`src/rtl/branch_resolve_unit.sv`:
```
// Tracks each fetched instruction's BTB prediction through ID and EX, compares it with
// the EX outcome, and drives the fetch redirect, the predictor/BTB update and the statistics.
module branch_resolve_unit #(
  parameter int DATA_WIDTH = 32,
  parameter int CNT_WIDTH  = 32
) (
  input  logic                  clk,
  input  logic                  rstn,
  input  logic                  if_valid,
  input  logic [DATA_WIDTH-1:0] if_pc,
  input  logic                  if_hit,
  input  logic                  if_pred,
  input  logic [DATA_WIDTH-1:0] if_target,
  input  logic                  stall,
  input  logic                  ex_is_branch,
  input  logic                  ex_is_jump,
  input  logic                  ex_taken,
  input  logic [DATA_WIDTH-1:0] ex_target,
  output logic                  redirect,
  output logic [DATA_WIDTH-1:0] redirect_pc,
  output logic                  flush,
  output logic                  update_predictor,
  output logic                  update_btb,
  output logic                  actually_taken,
  output logic [DATA_WIDTH-1:0] resolved_pc,
  output logic [DATA_WIDTH-1:0] resolved_pc_target,
  output logic [CNT_WIDTH-1:0]  br_count,
  output logic [CNT_WIDTH-1:0]  mispred_count
);

  logic                  id_valid_q, id_valid_d, ex_valid_q, ex_valid_d;
  logic [DATA_WIDTH-1:0] id_pc_q, id_pc_d, ex_pc_q, ex_pc_d;
  logic                  id_hit_q, id_hit_d, ex_hit_q, ex_hit_d;
  logic                  id_pred_q, id_pred_d, ex_pred_q, ex_pred_d;
  logic [DATA_WIDTH-1:0] id_target_q, id_target_d, ex_target_q, ex_target_d;

  logic                  upd_pred_q, upd_pred_d, upd_btb_q, upd_btb_d;
  logic                  act_taken_q, act_taken_d;
  logic [DATA_WIDTH-1:0] res_pc_q, res_pc_d, res_tgt_q, res_tgt_d;
  logic [CNT_WIDTH-1:0]  br_cnt_q, br_cnt_d, mp_cnt_q, mp_cnt_d;

  logic resolve, taken, ptaken, tgt_diff, mispredict;

  always_comb begin
    resolve    = ex_valid_q & (ex_is_branch | ex_is_jump) & ~stall;
    taken      = ex_is_jump | ex_taken;
    ptaken     = ex_hit_q & (ex_pred_q | ex_is_jump);
    tgt_diff   = (ex_target_q != ex_target);
    mispredict = resolve & ((ptaken != taken) | (taken & ptaken & tgt_diff));

    id_valid_d  = id_valid_q;
    id_pc_d     = id_pc_q;
    id_hit_d    = id_hit_q;
    id_pred_d   = id_pred_q;
    id_target_d = id_target_q;
    ex_valid_d  = ex_valid_q;
    ex_pc_d     = ex_pc_q;
    ex_hit_d    = ex_hit_q;
    ex_pred_d   = ex_pred_q;
    ex_target_d = ex_target_q;

    // A redirect kills both tracked instructions and drops this cycle's fetch.
    if (mispredict) begin
      id_valid_d  = 1'b0;
      id_pc_d     = '0;
      id_hit_d    = 1'b0;
      id_pred_d   = 1'b0;
      id_target_d = '0;
      ex_valid_d  = 1'b0;
      ex_pc_d     = '0;
      ex_hit_d    = 1'b0;
      ex_pred_d   = 1'b0;
      ex_target_d = '0;
    end else if (!stall) begin
      ex_valid_d  = id_valid_q;
      ex_pc_d     = id_pc_q;
      ex_hit_d    = id_hit_q;
      ex_pred_d   = id_pred_q;
      ex_target_d = id_target_q;
      id_valid_d  = if_valid;
      id_pc_d     = if_pc;
      id_hit_d    = if_hit;
      id_pred_d   = if_pred;
      id_target_d = if_target;
    end

    // Branch+jump together behaves as a jump, so the direction predictor is left alone.
    upd_pred_d  = resolve & ex_is_branch & ~ex_is_jump;
    upd_btb_d   = resolve & taken & (~ex_hit_q | tgt_diff);
    act_taken_d = resolve ? taken : act_taken_q;
    res_pc_d    = resolve ? ex_pc_q : res_pc_q;
    res_tgt_d   = resolve ? ex_target : res_tgt_q;

    br_cnt_d = (resolve && (br_cnt_q != '1)) ? br_cnt_q + CNT_WIDTH'(1) : br_cnt_q;
    mp_cnt_d = (mispredict && (mp_cnt_q != '1)) ? mp_cnt_q + CNT_WIDTH'(1) : mp_cnt_q;
  end

  always_ff @(posedge clk) begin
    if (rstn) begin
      id_valid_q  <= 1'b0;
      id_pc_q     <= '0;
      id_hit_q    <= 1'b0;
      id_pred_q   <= 1'b0;
      id_target_q <= '0;
      ex_valid_q  <= 1'b0;
      ex_pc_q     <= '0;
      ex_hit_q    <= 1'b0;
      ex_pred_q   <= 1'b0;
      ex_target_q <= '0;
      upd_pred_q  <= 1'b0;
      upd_btb_q   <= 1'b0;
      act_taken_q <= 1'b0;
      res_pc_q    <= '0;
      res_tgt_q   <= '0;
      br_cnt_q    <= '0;
      mp_cnt_q    <= '0;
    end else begin
      id_valid_q  <= id_valid_d;
      id_pc_q     <= id_pc_d;
      id_hit_q    <= id_hit_d;
      id_pred_q   <= id_pred_d;
      id_target_q <= id_target_d;
      ex_valid_q  <= ex_valid_d;
      ex_pc_q     <= ex_pc_d;
      ex_hit_q    <= ex_hit_d;
      ex_pred_q   <= ex_pred_d;
      ex_target_q <= ex_target_d;
      upd_pred_q  <= upd_pred_d;
      upd_btb_q   <= upd_btb_d;
      act_taken_q <= act_taken_d;
      res_pc_q    <= res_pc_d;
      res_tgt_q   <= res_tgt_d;
      br_cnt_q    <= br_cnt_d;
      mp_cnt_q    <= mp_cnt_d;
    end
  end

  assign redirect           = mispredict;
  assign flush              = mispredict;
  assign redirect_pc        = mispredict ? (taken ? ex_target : ex_pc_q + DATA_WIDTH'(4)) : '0;
  assign update_predictor   = upd_pred_q;
  assign update_btb         = upd_btb_q;
  assign actually_taken     = act_taken_q;
  assign resolved_pc        = res_pc_q;
  assign resolved_pc_target = res_tgt_q;
  assign br_count           = br_cnt_q;
  assign mispred_count      = mp_cnt_q;

endmodule

```
`config.mk`:
```
export PLATFORM = sky130hd
export DESIGN_NAME = branch_resolve_unit
export DESIGN_NICKNAME = d
export VERILOG_FILES = /design/src/rtl/branch_resolve_unit.sv
export SDC_FILE = /design/constraint.sdc
export NUM_CORES = 1
export LEC_CHECK = 0
export ABC_CLOCK_PERIOD_IN_PS = 3000
export CAP_MARGIN = 30
export CORE_UTILIZATION = 50
export CTS_CLUSTER_SIZE = 14
export DETAILED_ROUTE_END_ITERATION = 10
export PLACE_DENSITY = 0.84
export SLEW_MARGIN = 20
export SYNTH_ARGS = -nofsm -noshare
export SYNTH_HDL_FRONTEND = slang
export SYNTH_SLANG_ARGS = --single-unit
export TNS_END_PERCENT = 50
```
`constraint.sdc`:
```
create_clock -name clk -period 3 [get_ports clk]
set_input_delay 0.6 -clock clk [delete_from_list [all_inputs] [get_ports clk]]
set_output_delay 0.6 -clock clk [all_outputs]
set_load 0.005 [all_outputs]
```
# [Word-level counts from Yosys, hierarchy flattened]
# Index checks and enable logic that the tools add are counted.
[classes] addsub=3 mul=0 n_div=0 order_cmp=0 eq_ne=4 shifts=0 muxes=2 bitwise_logic=18 reduce_logical=3
[op_table] cell="$add 32x1->32 const B" n=2
[op_table] cell="$mux 32" n=2
[op_table] cell="$ne 32x32->1 const B" n=2
[op_table] cell="$add 32x3->32 const B" n=1
[op_table] cell="$ne 32x32->1" n=1
[op_table] cell="$and 1x1->1" n=10
[op_table] cell="$or 1x1->1" n=5
[op_table] cell="$not 1->1" n=3
[op_table] cell="$logic_and 1x1->1" n=2
[op_table] cell="$reduce_or 2->1" n=1
[op_table] cell="$ne 1x1->1" n=1
[totals] ff_bits=265 latchBits=0 ram_bits=0 rom_bits=0 inputBits=105 out_inout_bits=165 word_cells=47 mem_count=0

# [Longest topological paths before layout]
# Gate-level depths: netlist of the first run.
[depth] ltp_word=7 mapped_depth=11 ltp_nobuf=8

# [Worst setup path before layout of the first run]
# OpenSTA, ideal clock, no wires.
[synth_timing] path_kind="input to output" startpoint="input ex_is_jump" endpoint="output redirect_pc[24]" arrival_time_ps=2335 required_time_ps=2400 slack_ps=65 path_stages=9 path_buffers=3 cell_sequence="nor2_1 > inv_1 > ha_1 > nand2_1 > and2_1 > buf_2 > buf_2 > buf_1 > nor3_1"
[synth_between] elab_cells_between_ends=13 classes_between="1 x eq/ne; 2 x mux; 10 x bitwise"
[synth_lines] element="from (decl)" line="16" text="input logic ex_is_jump,"
[synth_lines] element="$or 1x1->1 *" line="46" text="taken = ex_is_jump | ex_taken;"
[synth_lines] element="via taken" line="42" text="logic resolve, taken, ptaken, tgt_diff, mispredict;"
[synth_lines] element="$and 1x1->1 (2 in a row)" line="49" text="mispredict = resolve & ((ptaken != taken) | (taken & ptaken & tgt_diff));"
[synth_lines] element="$or 1x1->1" line="49"
[synth_lines] element="$and 1x1->1" line="49"
[synth_lines] element="$mux 32 *" line="140" text="assign redirect_pc = mispredict ? (taken ? ex_target : ex_pc_q + DATA_WIDTH'(4)) : '0;"
[synth_lines] element="to (decl)" line="20" text="output logic [DATA_WIDTH-1:0] redirect_pc,"
# The timed path passes the listed nets; every way through them passes the cells marked *.

# [Final worst setup path of the first run]
[layout_timing] startpoint="input ex_target[31]" endpoint="output redirect_pc[10]"
[layout_between] elab_chain_len=5
[layout_lines] element="from (decl)" line="18" text="input logic [DATA_WIDTH-1:0] ex_target,"
[layout_lines] element="$ne 32x32->1" line="48" text="tgt_diff = (ex_target_q != ex_target);"
[layout_lines] element="$and 1x1->1" line="49"
[layout_lines] element="$or 1x1->1" line="49"
[layout_lines] element="$and 1x1->1" line="49"
[layout_lines] element="$mux 32" line="140"
# No other way between the ends.

==> results.md, run 1 <==
* Die Area at 0.02348 mm²
* Sink Count at 265
* RSZ-0062 raised after global routing: true
* Crit path launch type: input pin
* Core area at about 0.022 mm²
* Hold Vio Cnt, Final at 0
* Yosys warns at 0
* Detail-routed via count per cell at 5.543
* Clk buf depth at 3
* Share of synthesized flip-flops with an asynchronous set or reset at 0%
* Synthesized-area fraction occupied by adder cells at 0.4377%
* Global-route wire length before repair at 55.42 mm
* Simple-gate portion of the synthesized area at around 22%
* CP Class: in2out
* Clk root buf: clkbuf_16
* Max-slew violation count at 0
* Initial antenna violation count at 5
* Worst slew pin tran at 595.1 ps
* Final setup vio count at 32
* Main combinational cell family by area after synthesis: simple AND/OR/NAND/NOR gates
* Initial Util at 51.76%
* CP Max Fanout at 8
* DRC Markers at 0
* Synth top area share at roughly 46%
* Routability cong. at 0.9541
* PwrDens at 494.2 mW/mm²
* Tmin final at approximately 3200 ps
* Mux share of post-synthesis cell area at between 10% and 20%
* Static leakage at 6.599 nW
* Total GRT Usage at 29.83%
* Primary FF master, synth: dfxtp_1
* Number of global-route vias before repair at 10310
* Flops & latches, synth at 265
* Final Cycle Share at 106.3%
* Worst min-delay path class: reg2reg
* TritonCTS clock tree: done
* Wirelength, routed at 36.26 mm
* Main area contributors after synthesis: dfxtp_1 (46%), mux2i_1 (12%), nor2_1 (7.7%)
* Port bufs at 269
* Synth area leader: dfxtp_1
* Routed Antenna Nets at 0
* Synth cell count leaders: dfxtp_1 (265), nor2_1 (235), nand2_1 (161)
* Row cnt at 54
* R2R setup slack at 70 ps
* Initial DRC count at 562
* Crit path required time at 2400 ps
* Register area at 0.005308 mm²
* Area Overhead vs Synth at 41.58%
* Layout fillers at 1582
* Later-pin clock latency in the skew report at 540 ps
* Mapped Area at 0.01143 mm²
* Relative slew margins at 60.33%
* Share of cells above drive strength 1 at 15.38%
* Post-synth EDFFs at 0
* Seq/Total Area, Yosys at around 46%
* Achievable Freq at 0.3137 GHz
* Combined area of the multi-input logic cells at 0.005977 mm²
* Clock Skew at 12.63 ps
* Peak VDD IR at between 300 and 400 µV
* Failing checks: setup timing
* Placement Setup Slack at -901.9 ps
* Syn_nets at 1412
* Setup crit end kind: primary output
* Avg Cell Area, Syn at between 8 and 9 µm²
* Most common cell in the synthesized netlist: dfxtp_1
* Worst setup margin at -187.9 ps
* Status: finished with violations
* Compound-Gate Fraction of Synth Area at 7.025%
* Detailed placement HPWL at 25.87 mm
* TritonCTS Buffers at 28
* Post-layout util at 73.28%
* Global route overflow at 0
* Max Cap Viol at 0
* Via count at roughly 11000
* Cts hold-fix bufs at 0
* First drt pass iteration count at 5
* I/O pins at between 200 and 300
* Pin count of the biggest net entering global routing at 62
* CP arrival at between 2000 and 3000 ps
* Clk slew on worst S/H paths at 60 ps
* Die W at 153.2 µm
* DR WL/cell at 18.72 µm
* Post-synthesis xor/xnor area fraction at under 10%
* Post-synth cell types at between 40 and 50
* Post-Synthesis Cells at 1303
* H-tree levels at 1
* Hold_ws at 452.5 ps
* Nets at 1742
* Die Span Y at 153.2 µm
-- worst paths after layout --
check,cells past startpoint,from,end
min,2,resolved_pc[24],resolved_pc[24]
max reg2reg,17,ex_target_q[15],mispred_count[11]
min reg2reg,2,resolved_pc[24],resolved_pc[24]
max,11,ex_target[31],redirect_pc[10]
-- flip-flops by register name, summed over array words and instances (netlist names), 32 cells and up --
signal and cells:
ex_pc_q 32, resolved_pc 32, resolved_pc_target 32, mispred_count 32, id_target_q 32, id_pc_q 32, br_count 32, ex_target_q 32
-- area by class of cell --
| type | count | area share, % |
|---|---|---|
| multi-input cells | 945 | 36.92 |
| flip-flops and latches | 265 | 32.78 |
| repair buffers | 381 | 21.74 |
| clock buffers | 40 | 5.109 |
| well taps | 280 | 2.164 |
| clock inverters | 9 | 0.8965 |
| inverters | 12 | 0.3091 |
| diodes | 5 | 0.07729 |
-- through the flow --
stage               TNS, ps  power, W  cell area [µm²]  std cells
finish                -4231  0.008000            16190       1937
global route          -7083  0.008250            16190       1937
CTS                   -3396  0.008014            16040       1931
detailed placement   -85280  0.004421            15040       1870
global placement     -82880  0.004398            14980       1868
floorplan                 0  0.004053            11430       1303
-- what timing repair did --
item                                    4_1_cts  5_1_grt
buffers inserted                             13        1
endpoints found under the setup margin       34       49
resized for setup                           187       35
pin swaps                                    12        9
-- cell usage in the layout (no fill, tap or decap), types with 11 or more instances in the layout --
cell,n
a211oi_1,21
a211oi_2,11
a21oi_1,80
and3_1,16
and4_1,14
buf_2,32
buf_4,94
clkbuf_16,29
clkdlybuf4s50_1,205
dfxtp_1,263
dlygate4sd2_1,21
inv_1,11
mux2i_1,134
nand2_1,161
nand3_1,39
nand4_1,25
nor2_1,232
nor2b_1,20
xnor2_1,19
xor2_1,61
-- worst max-delay path: stages --
cell           delay [ps]
dlygate4sd2_1         270
xor2_2                190
nor4_4                350
buf_4                 170
nand4_1               120
o211ai_2              210
and2_4                220
buf_12                140
buf_6                 110
a211oi_2               40
buf_2                 170
-- routing by layer --
layer | track usage, % | wire, µm | vias up
li1 | - | - | 5077
met1 | 37.76 | 14950 | 5143
met2 | 48.42 | 16680 | 419
met3 | 5.699 | 2758 | 98
met4 | 15.30 | 1864 | 0
met5 | 0 | 0 | -
-- cells by family (layout without fill, tap and decap cells) --
| kind of cell | after synthesis | after routing |
|---|---|---|
| AO/OA/AOI/OAI | 134 | 134 |
| XOR/XNOR | 88 | 88 |
| adder cells (fa/ha/maj) | 4 | 4 |
| buffers and inverters | 93 | 442 |
| flip-flops | 265 | 265 |
| multiplexers | 155 | 155 |
| other | 0 | 5 |
| AND/OR/NAND/NOR | 564 | 564 |
-- report_power, final --
group | internal [W] | leakage (nW) | total [W] | switching (W)
logic | 0.000337 | 3.96 | 0.000692 | 0.000355
registers | 0.00361 | 2.15 | 0.00367 | 0.0000601
clock network | 0.00224 | 0.483 | 0.00363 | 0.00139
total | 0.00619 | 6.60 | 0.00800 | 0.00181
Power figures use the tool's default switching activity.
==> run 2: changes to the inputs <==
--- a/config.mk
+++ b/config.mk
@@ -7,10 +7,12 @@
 export LEC_CHECK = 0
 export ABC_CLOCK_PERIOD_IN_PS = 3000
 export CAP_MARGIN = 30
+export CORE_MARGIN = 2
 export CORE_UTILIZATION = 50
 export CTS_CLUSTER_SIZE = 14
 export DETAILED_ROUTE_END_ITERATION = 10
 export PLACE_DENSITY = 0.84
+export SKIP_LAST_GASP = 1
 export SLEW_MARGIN = 20
 export SYNTH_ARGS = -nofsm -noshare
 export SYNTH_HDL_FRONTEND = slang
==> run 2 against run 1 <==
  * The flow still finishes with violations (setup timing)
  * Flip-flop and latch count unchanged
  * Die area increased by 2.6%
  * Clock-buffer cell count decreased by 2
  * First-iteration DRC count increased by 38%
  * Utilization decreased by 2.3 points
  * Clock skew increased by 15 ps
  * Worst hold slack improved by 0.89 ps
  * Global-route usage decreased by 0.39 points
  * Critical path depth decreased by 1
  * Critical path type unchanged
  * Largest cell class unchanged
  * Highest routed layer unchanged
==> results.md, run 2 (same netlist as run 1, synthesis figures left out) <==
* Later-pin clock latency in the skew report at 540 ps (about the same)
* Combined area of the multi-input logic cells at 0.005946 mm² (was 0.005977 mm²)
* Clk buf depth at 3 (unchanged)
* Sequential share of power at 47.6% (was 45.9%)
* Die Area at 0.02409 mm² (was 0.02348 mm²)
* First drt pass iteration count at 5 (unchanged)
* Final Cycle Share at 108.2% (was 106.3%)
* Worst slew pin tran at 955.4 ps (was 595.1 ps)
* Initial DRC count at 773 (was 562)
* Die W at 155.2 µm (was 153.2 µm)
* DR WL/cell at 19.02 µm (was 18.72 µm)
* Total GRT Usage at 29.44% (was 29.83%)
* Failing checks: setup timing (unchanged)
* PwrDens at 482.0 mW/mm² (was 494.2 mW/mm²)
* Clock group share of total power at 43.3% (was 45.4%)
* Power Total at 0.007722 W (was 0.008000 W)
* Comb pwr share at 9.1% (was 8.6%)
* Die Span Y at 155.2 µm (was 153.2 µm)
* Switching Power at 0.001770 W (was 0.001806 W)
* Cts hold-fix bufs at 0 (unchanged)
* Status: finished with violations (unchanged)
* Routed Antenna Nets at 0 (unchanged)
* Port bufs at 269 (unchanged)
* Hold Vio Cnt, Final at 0 (unchanged)
* Achievable Freq at 0.3081 GHz (was 0.3137 GHz)
* Clock Skew at 27.94 ps (was 12.63 ps)
* Layout fillers at 1696 (was 1582)
* Max Cap Viol at 0 (unchanged)
* Initial antenna violation count at 0 (was 5)
* Leading cell type in the layout, fill and taps excluded: dfxtp_1 (unchanged)
* TritonCTS Buffers at 27 (was 28)
* Switching share of power at 22.92% (was 22.57%)
* Wirelength, routed at 36.58 mm (was 36.26 mm)
* Int Power at 0.005952 W (was 0.006194 W)
* Detailed placement HPWL at 25.94 mm (was 25.87 mm)
* Core area at 0.02257 mm² (was 0.02209 mm²)
* Detail-routed via count per cell at 5.581 (was 5.543)
* Peak VDD IR at 326.8 µV (was 388.4 µV)
* Register area at 0.005310 mm² (was 0.005308 mm²)
* CP arrival at 2650 ps (was 2590 ps)
* Pin count of the biggest net entering global routing at 73 (was 62)
* CP Class: in2out (unchanged)
* DRC Markers at 0 (unchanged)
* CP Max Fanout at 8 (unchanged)
* Area Overhead vs Synth at 40.10% (was 41.58%)
* Initial Util at 50.66% (was 51.76%)
* Clk root buf: clkbuf_16 (unchanged)
* Final setup vio count at 34 (was 32)
* Setup crit end kind: primary output (unchanged)
* Worst min-delay path class: reg2reg (unchanged)
* Routability cong. at 1.002 (was 0.9541)
* Share of cells above drive strength 1 at 14.29% (was 15.38%)
* Sink Count at 265 (unchanged)
* Crit path required time at 2400 ps (about the same)
* Most frequent cells in the layout: dfxtp_1 (261), nor2_1 (233), clkdlybuf4s50_1 (205), nand2_1 (161), mux2i_1 (134) (was dfxtp_1 (263), nor2_1 (232), clkdlybuf4s50_1 (205), nand2_1 (161), mux2i_1 (134))
* Clk slew on worst S/H paths at 60 ps (about the same)
* Worst setup margin at -245.7 ps (was -187.9 ps)
* Relative slew margins at 36.30% (was 60.33%)
* Diode count at 0 (was 5)
* Global-route wire length before repair at 56.58 mm (was 55.42 mm)
* Cell total after placement at 1871 (was 1870)
* Total Negative Setup Slacks at -7408 ps (was -4231 ps)
* Crit path launch type: input pin (unchanged)
* Global route overflow at 0 (unchanged)
* I/O pins at 270 (unchanged)
* Number of global-route vias before repair at 10470 (was 10310)
* Nets at 1732 (was 1742)
* Max-slew violation count at 0 (unchanged)
* Via count at 10730 (was 10740)
* Tmin final at 3246 ps (was 3188 ps)
* TritonCTS clock tree: done (unchanged)
* Fin cells at 1923 (was 1937)
* RSZ-0062 raised after global routing: true (unchanged)
* Static leakage at 6.522 nW (was 6.599 nW)
* H-tree levels at 1 (unchanged)
* Row cnt at 55 (was 54)
==> run 2: stage by stage <==
step / hold WS, ps / setup slack (ps) / util, % / area, µm²
after floorplan: 444.7 / 64.64 / - / 11430
after global placement: 441.5 / -837.3 / 66.37 / 14980
after detailed placement: 447.4 / -845.0 / 66.49 / 15010
after CTS: 455.3 / -236.4 / 70.54 / 15920
after global routing: 473.6 / -315.3 / 70.98 / 16020
final: 453.4 / -245.7 / 70.98 / 16020
==> run 2: routing by layer <==
layer,up-vias,global-route usage (%),part of all wire (%)
li1,5040,-,-
met1,5113,38.87,41
met2,491,48.93,47
met3,89,5.265,8.4
met4,0,9.961,3.2
met5,-,0,0
==> run 2: critical path, cell delays in order <==
cell and delay, ps:
dlygate4sd2_1 260, xor2_1 180, nor4_2 430, nand4_1 230
o211ai_2 240, and2_4 220, buf_6 150, buf_16 140
a211oi_1 50, buf_2 140
==> run 2: timing repair <==
| item | in CTS | in global routing |
|---|---|---|
| gates cloned | 3 | 0 |
| resized for setup | 186 | 19 |
| pin swaps | 15 | 11 |
| endpoints found under the setup margin | 34 | 34 |
| setup buffers | 6 | 1 |
==> run 2: final cells by class <==
type,count,area share (%)
Timing Repair Buffer,372,21.74
Clock buffer,38,4.975
Sequential cell,265,33.15
Multi-Input combinational cell,945,37.11
Inverter,12,0.2812
Clock inverter,6,0.5233
Tap cell,285,2.226
==> run 2: power groups by stage <==
stage / logic (W) / clock network [W] / registers [W]
2_1_floorplan: 0.000316 / 0 / 0.00374
3_3_place_gp: 0.000661 / 0 / 0.00375
3_5_place_dp: 0.000674 / 0 / 0.00375
4_1_cts: 0.000683 / 0.00338 / 0.00367
5_1_grt: 0.000747 / 0.00354 / 0.00368
6_report: 0.000701 / 0.00335 / 0.00367
==> run 2: path summary, 6_finish.rpt <==
check,startpoint,endpoint,slack (ps),depth (start not counted)
min reg2reg,resolved_pc_target[30],resolved_pc_target[30],450,2
max,ex_target[14],redirect_pc[8],-250,10
max reg2reg,mispred_count[0],mispred_count[22],360,8
min,resolved_pc_target[30],resolved_pc_target[30],450,2
